[src/rtl/pq_pkg.sv]
// Shared types and helpers for the priority-queue command generator.
package pq_pkg;

  localparam int unsigned LFSR_W = 8;
  localparam int unsigned KEY_W  = 4;
  localparam int unsigned VAL_W  = 4;
  localparam int unsigned CNT_W  = 4;

  typedef enum logic {
    OP_INSERT = 1'b0,
    OP_REMOVE = 1'b1
  } pq_op_t;

  typedef enum logic [1:0] {
    IDLE  = 2'd0,
    FILL  = 2'd1,
    DRAIN = 2'd2,
    DONE  = 2'd3
  } cg_state_t;

  // Taps 8,6,5,4 (maximal length).
  function automatic logic [LFSR_W-1:0] lfsr_step(input logic [LFSR_W-1:0] s);
    return {s[6:0], s[7] ^ s[5] ^ s[4] ^ s[3]};
  endfunction

  // An all-zero seed would lock the register up.
  function automatic logic [LFSR_W-1:0] lfsr_fix_seed(input logic [LFSR_W-1:0] s);
    return (s == '0) ? LFSR_W'(1) : s;
  endfunction

endpackage

[src/rtl/pq_lfsr8.sv]
// 8-bit Fibonacci LFSR with synchronous load and step enable.
module pq_lfsr8
  import pq_pkg::*;
#(
  parameter logic [LFSR_W-1:0] RESET_SEED = 8'hA5
) (
  input  logic              clk,
  input  logic              rst,
  input  logic              load,
  input  logic              en,
  input  logic [LFSR_W-1:0] seed,
  output logic [LFSR_W-1:0] q
);

  logic [LFSR_W-1:0] q_q;
  logic [LFSR_W-1:0] q_d;

  always_comb begin
    q_d = q_q;
    if (load) begin
      q_d = lfsr_fix_seed(seed);
    end else if (en) begin
      q_d = lfsr_step(q_q);
    end
  end

  always_ff @(posedge clk or negedge rst) begin
    if (!rst) begin
      q_q <= lfsr_fix_seed(RESET_SEED);
    end else begin
      q_q <= q_d;
    end
  end

  assign q = q_q;

endmodule

[src/rtl/pq_cmd_gen.sv]
// Command generator: fills the priority queue with pseudo-random inserts,
// then drains it with removes until empty, pulsing done at the end.
module pq_cmd_gen
  import pq_pkg::*;
#(
  parameter int unsigned       N_INSERT  = 8,
  parameter logic [LFSR_W-1:0] LFSR_SEED = 8'hA5
) (
  input  logic             clk,
  input  logic             rst,
  input  logic             start,
  input  logic             full,
  input  logic             empty,
  input  logic             req_ready,
  output logic             req_valid,
  output pq_op_t           req_op,
  output logic [KEY_W-1:0] req_key,
  output logic [VAL_W-1:0] req_val,
  output logic             busy,
  output logic             done,
  output logic [CNT_W-1:0] ins_count
);

  cg_state_t         state_q, state_d;
  logic              valid_q, valid_d;
  pq_op_t            op_q, op_d;
  logic [KEY_W-1:0]  key_q, key_d;
  logic [VAL_W-1:0]  val_q, val_d;
  logic              busy_q, busy_d;
  logic              done_q, done_d;
  logic [CNT_W-1:0]  ins_count_q, ins_count_d;

  logic              lfsr_load;
  logic              lfsr_en;
  logic [LFSR_W-1:0] lfsr_q;
  logic [LFSR_W-1:0] lfsr_nxt;

  pq_lfsr8 #(
    .RESET_SEED (LFSR_SEED)
  ) u_lfsr (
    .clk  (clk),
    .rst  (rst),
    .load (lfsr_load),
    .en   (lfsr_en),
    .seed (LFSR_SEED),
    .q    (lfsr_q)
  );

  // Next state, LFSR control and next registered outputs.
  always_comb begin
    state_d     = state_q;
    ins_count_d = ins_count_q;
    lfsr_load   = 1'b0;
    lfsr_en     = 1'b0;

    case (state_q)
      IDLE: begin
        if (start) begin
          state_d     = FILL;
          lfsr_load   = 1'b1;
          ins_count_d = '0;
        end
      end
      FILL: begin
        if (full) begin
          state_d = DRAIN;
        end else if (req_ready) begin
          lfsr_en     = 1'b1;
          ins_count_d = ins_count_q + CNT_W'(1);
          if (ins_count_q == CNT_W'(N_INSERT - 1)) begin
            state_d = DRAIN;
          end
        end
      end
      DRAIN: begin
        if (empty) begin
          state_d = DONE;
        end
      end
      DONE: begin
        state_d = IDLE;
      end
      default: begin
        state_d = IDLE;
      end
    endcase

    // Mirror of the LFSR's own update so the payload register tracks it.
    lfsr_nxt = lfsr_q;
    if (lfsr_load) begin
      lfsr_nxt = lfsr_fix_seed(LFSR_SEED);
    end else if (lfsr_en) begin
      lfsr_nxt = lfsr_step(lfsr_q);
    end

    valid_d = (state_d == FILL) || (state_d == DRAIN);
    op_d    = (state_d == DRAIN) ? OP_REMOVE : OP_INSERT;
    key_d   = (state_d == FILL) ? lfsr_nxt[KEY_W-1:0] : '0;
    val_d   = (state_d == FILL) ? lfsr_nxt[LFSR_W-1:KEY_W] : '0;
    busy_d  = (state_d != IDLE);
    done_d  = (state_d == DONE);
  end

  always_ff @(posedge clk or negedge rst) begin
    if (!rst) begin
      state_q     <= IDLE;
      valid_q     <= 1'b0;
      op_q        <= OP_INSERT;
      key_q       <= '0;
      val_q       <= '0;
      busy_q      <= 1'b0;
      done_q      <= 1'b0;
      ins_count_q <= '0;
    end else begin
      state_q     <= state_d;
      valid_q     <= valid_d;
      op_q        <= op_d;
      key_q       <= key_d;
      val_q       <= val_d;
      busy_q      <= busy_d;
      done_q      <= done_d;
      ins_count_q <= ins_count_d;
    end
  end

  // Only full (in FILL) and empty (in DRAIN) may withdraw a presented command.
  assign req_valid = valid_q
                   & ~((state_q == FILL)  & full)
                   & ~((state_q == DRAIN) & empty);
  assign req_op    = op_q;
  assign req_key   = key_q;
  assign req_val   = val_q;
  assign busy      = busy_q;
  assign done      = done_q;
  assign ins_count = ins_count_q;

endmodule

[config.mk]
export PLATFORM = sky130hd
export DESIGN_NAME = pq_cmd_gen
export DESIGN_NICKNAME = d
export VERILOG_FILES = /design/src/rtl/pq_pkg.sv /design/src/rtl/pq_lfsr8.sv /design/src/rtl/pq_cmd_gen.sv
export SDC_FILE = /design/constraint.sdc
export NUM_CORES = 1
export LEC_CHECK = 0
export CORE_MARGIN = 5
export CORE_UTILIZATION = 45
export DETAILED_ROUTE_END_ITERATION = 8
export PLACE_DENSITY = 0.79
export REMOVE_ABC_BUFFERS = 1
export SKIP_LAST_GASP = 1
export SLEW_MARGIN = 25
export SYNTH_ARGS = -nofsm -noshare
export SYNTH_HDL_FRONTEND = slang
export SYNTH_SLANG_ARGS = --single-unit
[constraint.sdc]
create_clock -name clk -period 2.9 [get_ports clk]
set_clock_uncertainty 0.15 [all_clocks]
set_input_delay 0.725 -clock clk [delete_from_list [all_inputs] [get_ports clk]]
set_output_delay 0.725 -clock clk [all_outputs]
set_load 0.03 [all_outputs]
* Word-level counts from Yosys, hierarchy flattened
Cells that the tools add are included.
Word-level totals: flip-flop bits (word level) 26, input port bits 6, output and inout port bits 16, word-level logic and storage cells 54
Cells by class: add/sub/neg operators 1, equality and inequality tests 10, muxes and demuxes 20, bitwise gates (word level) 9, reduce and logical (&&, ||, !) cells 5
Operators with widths (count):
- 4-bit 2-to-1 mux | 5
- 8-bit 2-to-1 mux | 2
- 2-bit 2-to-1 mux | 5
- 2-bit == test, second input constant | 4
- 2-bit one-hot mux with 4 select lines | 1
- 4-bit one-hot mux with 2 select lines | 1
- 1-bit 2-to-1 mux | 6
- 2-bit inequality test, second input constant | 3
- 4-bit by 1-bit adder with 4-bit output, second input constant | 1
- 1-bit AND | 4
- 2-bit by 1-bit == test with 1-bit output, second input constant | 2
- 4-bit by 3-bit == test with 1-bit output, second input constant | 1
- 4-bit AND reduction | 1
- 2-bit nonzero test | 2
- 1-bit XOR | 3
- 2-bit zero test | 1
- 1-bit inverter | 2
- 1-bit logical OR | 1

* Longest topological paths before layout
word-level depth 7, mapped depth 7, depth with buffers taken out 6

* Modules after synthesis
Synthesis repeated with hierarchy kept, for this count alone.
Unflattened totals: cells, all modules 131, area total of the unflattened synthesis 1317.5 um2
By module, submodules not included:
- pq_cmd_gen | times used 1, cells each 90, area each 898.4 um2, sequential area each 450.4 um2
- pq_lfsr8 | times used 1, cells each 41, area each 419.2 um2, sequential area each 205.2 um2

* Worst setup path after synthesis
No wires, ideal clock.
path kind reg2reg, from register ins_count_q[0] (netlist: ins_count[0]), to register key_q[0] (netlist: req_key[0]), library setup time 0.082 ns, arrival time 1.989 ns, data required time 2.668 ns, setup slack 0.678 ns, cell stages (with the launch flop) 7, path buffers 0, period minus slack after synthesis 2.222 ns, path through dfrtp_1 > ha_1 > a41o_2 > o311ai_0 > ha_1 > o21ai_0 > o22ai_1
Between the ends: word-level cells in the longest chain between the ends 7
RTL lines:
- from (decl) | line pq_cmd_gen.sv:31 | logic [CNT_W-1:0] ins_count_q, ins_count_d;
- from (signal assigned) | line pq_cmd_gen.sv:122 | ins_count_q <= ins_count_d;
- 4-bit by 3-bit == test with 1-bit output | line pq_cmd_gen.sv:70 | if (ins_count_q == CNT_W'(N_INSERT - 1)) begin
- 2-bit 2-to-1 mux | line pq_cmd_gen.sv:70
- 2-bit 2-to-1 mux | line pq_cmd_gen.sv:67 | end else if (req_ready) begin
- 2-bit 2-to-1 mux | line pq_cmd_gen.sv:65 | if (full) begin
- 2-bit one-hot mux with 4 select lines | line pq_cmd_gen.sv:56 | case (state_q)
- via state_d[0] | line pq_cmd_gen.sv:24 | cg_state_t state_q, state_d;
- 2-bit by 1-bit == test with 1-bit output | line pq_cmd_gen.sv:98 | key_d = (state_d == FILL) ? lfsr_nxt[KEY_W-1:0] : '0;
- 4-bit 2-to-1 mux | line pq_cmd_gen.sv:98
- via key_d[0] | line pq_cmd_gen.sv:27 | logic [KEY_W-1:0] key_q, key_d;
- to (signal assigned) | line pq_cmd_gen.sv:118 | key_q <= key_d;
- to (decl) | line pq_cmd_gen.sv:27
The timed path passes the listed nets, and every way through them passes these cells. A chain may end at the register's enable or synchronous reset.

* Worst setup path after layout
from input full, to output req_valid
Between the ends: word-level cells in the longest chain between the ends 4
RTL lines:
- from (decl) | line pq_cmd_gen.sv:12 | input logic full,
- 1-bit AND | line pq_cmd_gen.sv:128 | & ~((state_q == FILL) & full)
- 1-bit inverter | line pq_cmd_gen.sv:128
- 1-bit AND | line pq_cmd_gen.sv:128
- 1-bit AND | line pq_cmd_gen.sv:129 | & ~((state_q == DRAIN) & empty);
- to (decl) | line pq_cmd_gen.sv:15 | output logic req_valid,
No other way between the ends.

==> flow_summary_export.csv <==
group,metric,value,unit
worst_setup_path,cp.buffers_inverters,2,
worst_setup_path,crit_arrival,1.67,ns
final_layout,fin_area,1430,sq um
yosys,avgSynthCellArea,11.4,sq um
pwr,pwr-share-comb,0.461,
worst_setup_path,r2r_setup_slack,0.70,ns
worst_setup_path,cp_slowest_stage_delay,0.55,ns
global_routing,antenna_found_initial,0,
sta,setup_violations,0,
global_routing,grt_use_total,0.139,
detailed_routing,ant_nets,0,
sta,slew_viol_final,0,
clock_network,ctsHtreeMaxLevel,1,
sta,fin_tns_setup,0,ns
yosys,netlist_area,1160,sq um
die,rows,18,
final_layout,nNetsFinal,137,
hold_path,min_path_type,"register to register",
detailed_routing,drc,0,
pwr,p_leak,0.655,nW
yosys,async_reset_ff_frac,1.00,
clock_network,insertion_delay,0.31,ns
pwr,clkPwrFrac,0.127,
detailed_routing,wire_per_inst,14.3,um
global_routing,grt_pass1_wl,3810,um
worst_setup_path,crit_family,"buffers and inverters",
sta,worst_pin_slew,0.467,ns
clock_network,cts_resized,0,
clock_network,cts_tree,"built",
worst_setup_path,critPathRequiredTime,2.03,ns
clock_network,cts_setup_buffers,0,
worst_setup_path,start_kind,"input pin",
clock_network,path_clk_slew,0.14,ns
die,io-pin-count,22,
global_routing,grt_pass1_vias,799,
worst_setup_path,worst_r2r_endpoint,"req_key[0]",
die,die_area,3680,sq um
sta,hold_violations,0,
detailed_routing,finalWirelength,2210,um
worst_setup_path,slowest_stage,"clkdlybuf4s50_1",
pwr,total_power,1.41,mW
pwr,power_per_cell_area,984,nW/um^2
yosys,ys_seq_area_frac,0.567,
run_status,status,"complete, no violations",
yosys,ys_types,29,
pwr,pwr-share-seq,0.412,
clock_network,cts_sinks,26,
worst_setup_path,crit_start,"full",
hold_path,hold_path_depth,2,
yosys,synth_cells,101,
die,initial_core_util,0.467,
detailed_routing,dr.pass1.iters,4,
clock_network,ctsHoldBuffers,0,
placed_design,place.gp.congestion,0.790,
pwr,p_int,0.852,mW
clock_network,cts_buffer_depth,2,
global_routing,grt-ovfl-total,0,
sta,max_freq,0.392,GHz
worst_setup_path,crit_chain,"clkdlybuf4s50_1 -> nand2_1 -> and3_1 -> buf_4",
worst_setup_path,cp-end-kind,"output pin",
pwr,netSwitchingPower,0.559,mW
pwr,swShare,0.396,
placed_design,portBuffers,21,
hold_path,min_to,"u_lfsr.q[2]",
final_layout,area.growth.synth_to_final,24.0,%
hold_path,min_from,"u_lfsr.q[1]",
sta,slew_headroom,0.688,
worst_setup_path,regToRegStartpoint,"ins_count[0]",
detailed_routing,drt_iter0_markers,10,
yosys,synth_enable_flop_cells,0,
yosys,yosysWarnings,0,
yosys,synth-seq-cells,26,
worst_setup_path,crit_path_max_fanout,6,
final_layout,drive_gt1_frac,0.104,
die,placeableCoreArea,2480,sq um
worst_setup_path,r2r_cells,6,
final_layout,n_antenna_cell,0,
die,die_w,60.7,um
detailed_routing,vias_per_cell,5.19,
placed_design,place_area,1400,sq um
clock_network,root_buffer,"clkbuf_4",
sta,layout_min_cycle_time,2.55,ns
yosys,synthFlopType,"dfrtp_1",
sta,rsz0062_at_grt,"no",
die,fp.dieH,60.7,um
worst_setup_path,crit_type,"input pin to output pin",
global_routing,grt_max_degree,27,
clock_network,cts_buffers,3,
flow_run,maxCapViolCount,0,
detailed_routing,vias,805,
placed_design,dp_hpwl,1590,um
sta,fin_crit_sh,0.879,
pwr,ir_drop,737,uV
[state kept, by name, summed over array words and instances, names as in the netlist]
| name | count |
|---|---|
| req_key | 4 |
| state_q | 2 |
| req_op | 1 |
| busy | 1 |
| valid_q | 1 |
| u_lfsr.q | 8 |
| ins_count | 4 |
| done | 1 |
| req_val | 4 |
[cell type report]
| type | count | area (sq um) |
|---|---|---|
| Timing Repair Buffer | 24 | 230 |
| Sequential cell | 26 | 656 |
| Multi-Input combinational cell | 67 | 459 |
| Fill cell | 228 | 1040 |
| Inverter | 4 | 15.0 |
| Clock buffer | 4 | 36.3 |
| Tap cell | 30 | 37.5 |
[cells by family after synthesis]
family,synth area share
adders and majority gates,0.0541
xor gates and xnor gates,0.0227
AOI/OAI and AO/OA,0.0974
buffers and inverters,0.0357
and+or+nand+nor,0.154
DFF,0.567
muxes,0.0693
[worst max path at each step]
stage | endpoint | slack (ns) | cells past startpoint
after floorplan | req_key[0] | 0.68 | 6
after global placement | req_val[0] | 0.21 | 6
after detailed placement | req_key[0] | 0.14 | 6
after CTS | req_valid | 0.35 | 4
after global routing | req_key[3] | 0.28 | 6
final | req_valid | 0.35 | 4
[worst min-delay path, cell delays in order (launching register included)]
cell and delay, ns:
dfrtp_1 0.37, mux2i_1 0.08, nand2_1 0.07
[through the flow]
step,hold slack (ns),setup WS [ns],util,instances
floorplan,0.279,0.678,-,97
global placement,0.361,0.213,0.564,151
detailed placement,0.373,0.137,0.564,151
CTS,0.406,0.350,0.579,155
global route,0.446,0.278,0.579,155
finish,0.397,0.351,0.579,155
[layout by cell type (no fill, tap or decap), types with 2 or more instances in the layout]
cell type and n:
xnor2_1 3, nor2_1 11, inv_1 4, o22ai_1 2, ha_1 5, buf_4 4, nor2b_1 2, dfstp_2 4
a21oi_1 3, or3b_1 2, a21boi_1 3, mux2i_1 8, clkbuf_4 3, dfrtp_1 22, clkdlybuf4s50_1 20, nand3_1 3
nand2_1 9, o21ai_0 4
[routing by layer]
layer / track usage / vias to the layer above / routed length [um]
met2: 0.209 / 20 / 1020
li1: - / 396 / -
met4: 0.0588 / 0 / 16
met5: 0 / - / 0
met3: 0.0298 / 2 / 120
met1: 0.194 / 387 / 1050
[power groups by stage]
| stage | logic, mW | clock network (mW) | registers [mW] |
|---|---|---|---|
| 3_5_place_dp | 0.654 | 0 | 0.588 |
| 3_3_place_gp | 0.646 | 0 | 0.582 |
| 4_1_cts | 0.660 | 0.186 | 0.581 |
| 2_1_floorplan | 0.305 | 0 | 0.686 |
| 6_report | 0.650 | 0.179 | 0.582 |
| 5_1_grt | 0.715 | 0.202 | 0.601 |
[cell usage after synthesis, types with 2 or more instances]
library cell | n | area, sq um
a21boi_1 | 3 | 22.5
a21oi_1 | 3 | 15.0
buf_2 | 3 | 15.0
dfrtp_1 | 22 | 551
dfstp_2 | 4 | 105
ha_1 | 5 | 62.6
inv_1 | 4 | 15.0
mux2i_1 | 8 | 80.1
nand2_1 | 9 | 33.8
nand3_1 | 3 | 15.0
nor2_1 | 11 | 41.3
nor2b_1 | 2 | 12.5
o21ai_0 | 4 | 20.0
o22ai_1 | 2 | 12.5
or3b_1 | 2 | 17.5
xnor2_1 | 3 | 26.3
No activity file was read; power rests on OpenSTA's default activity.
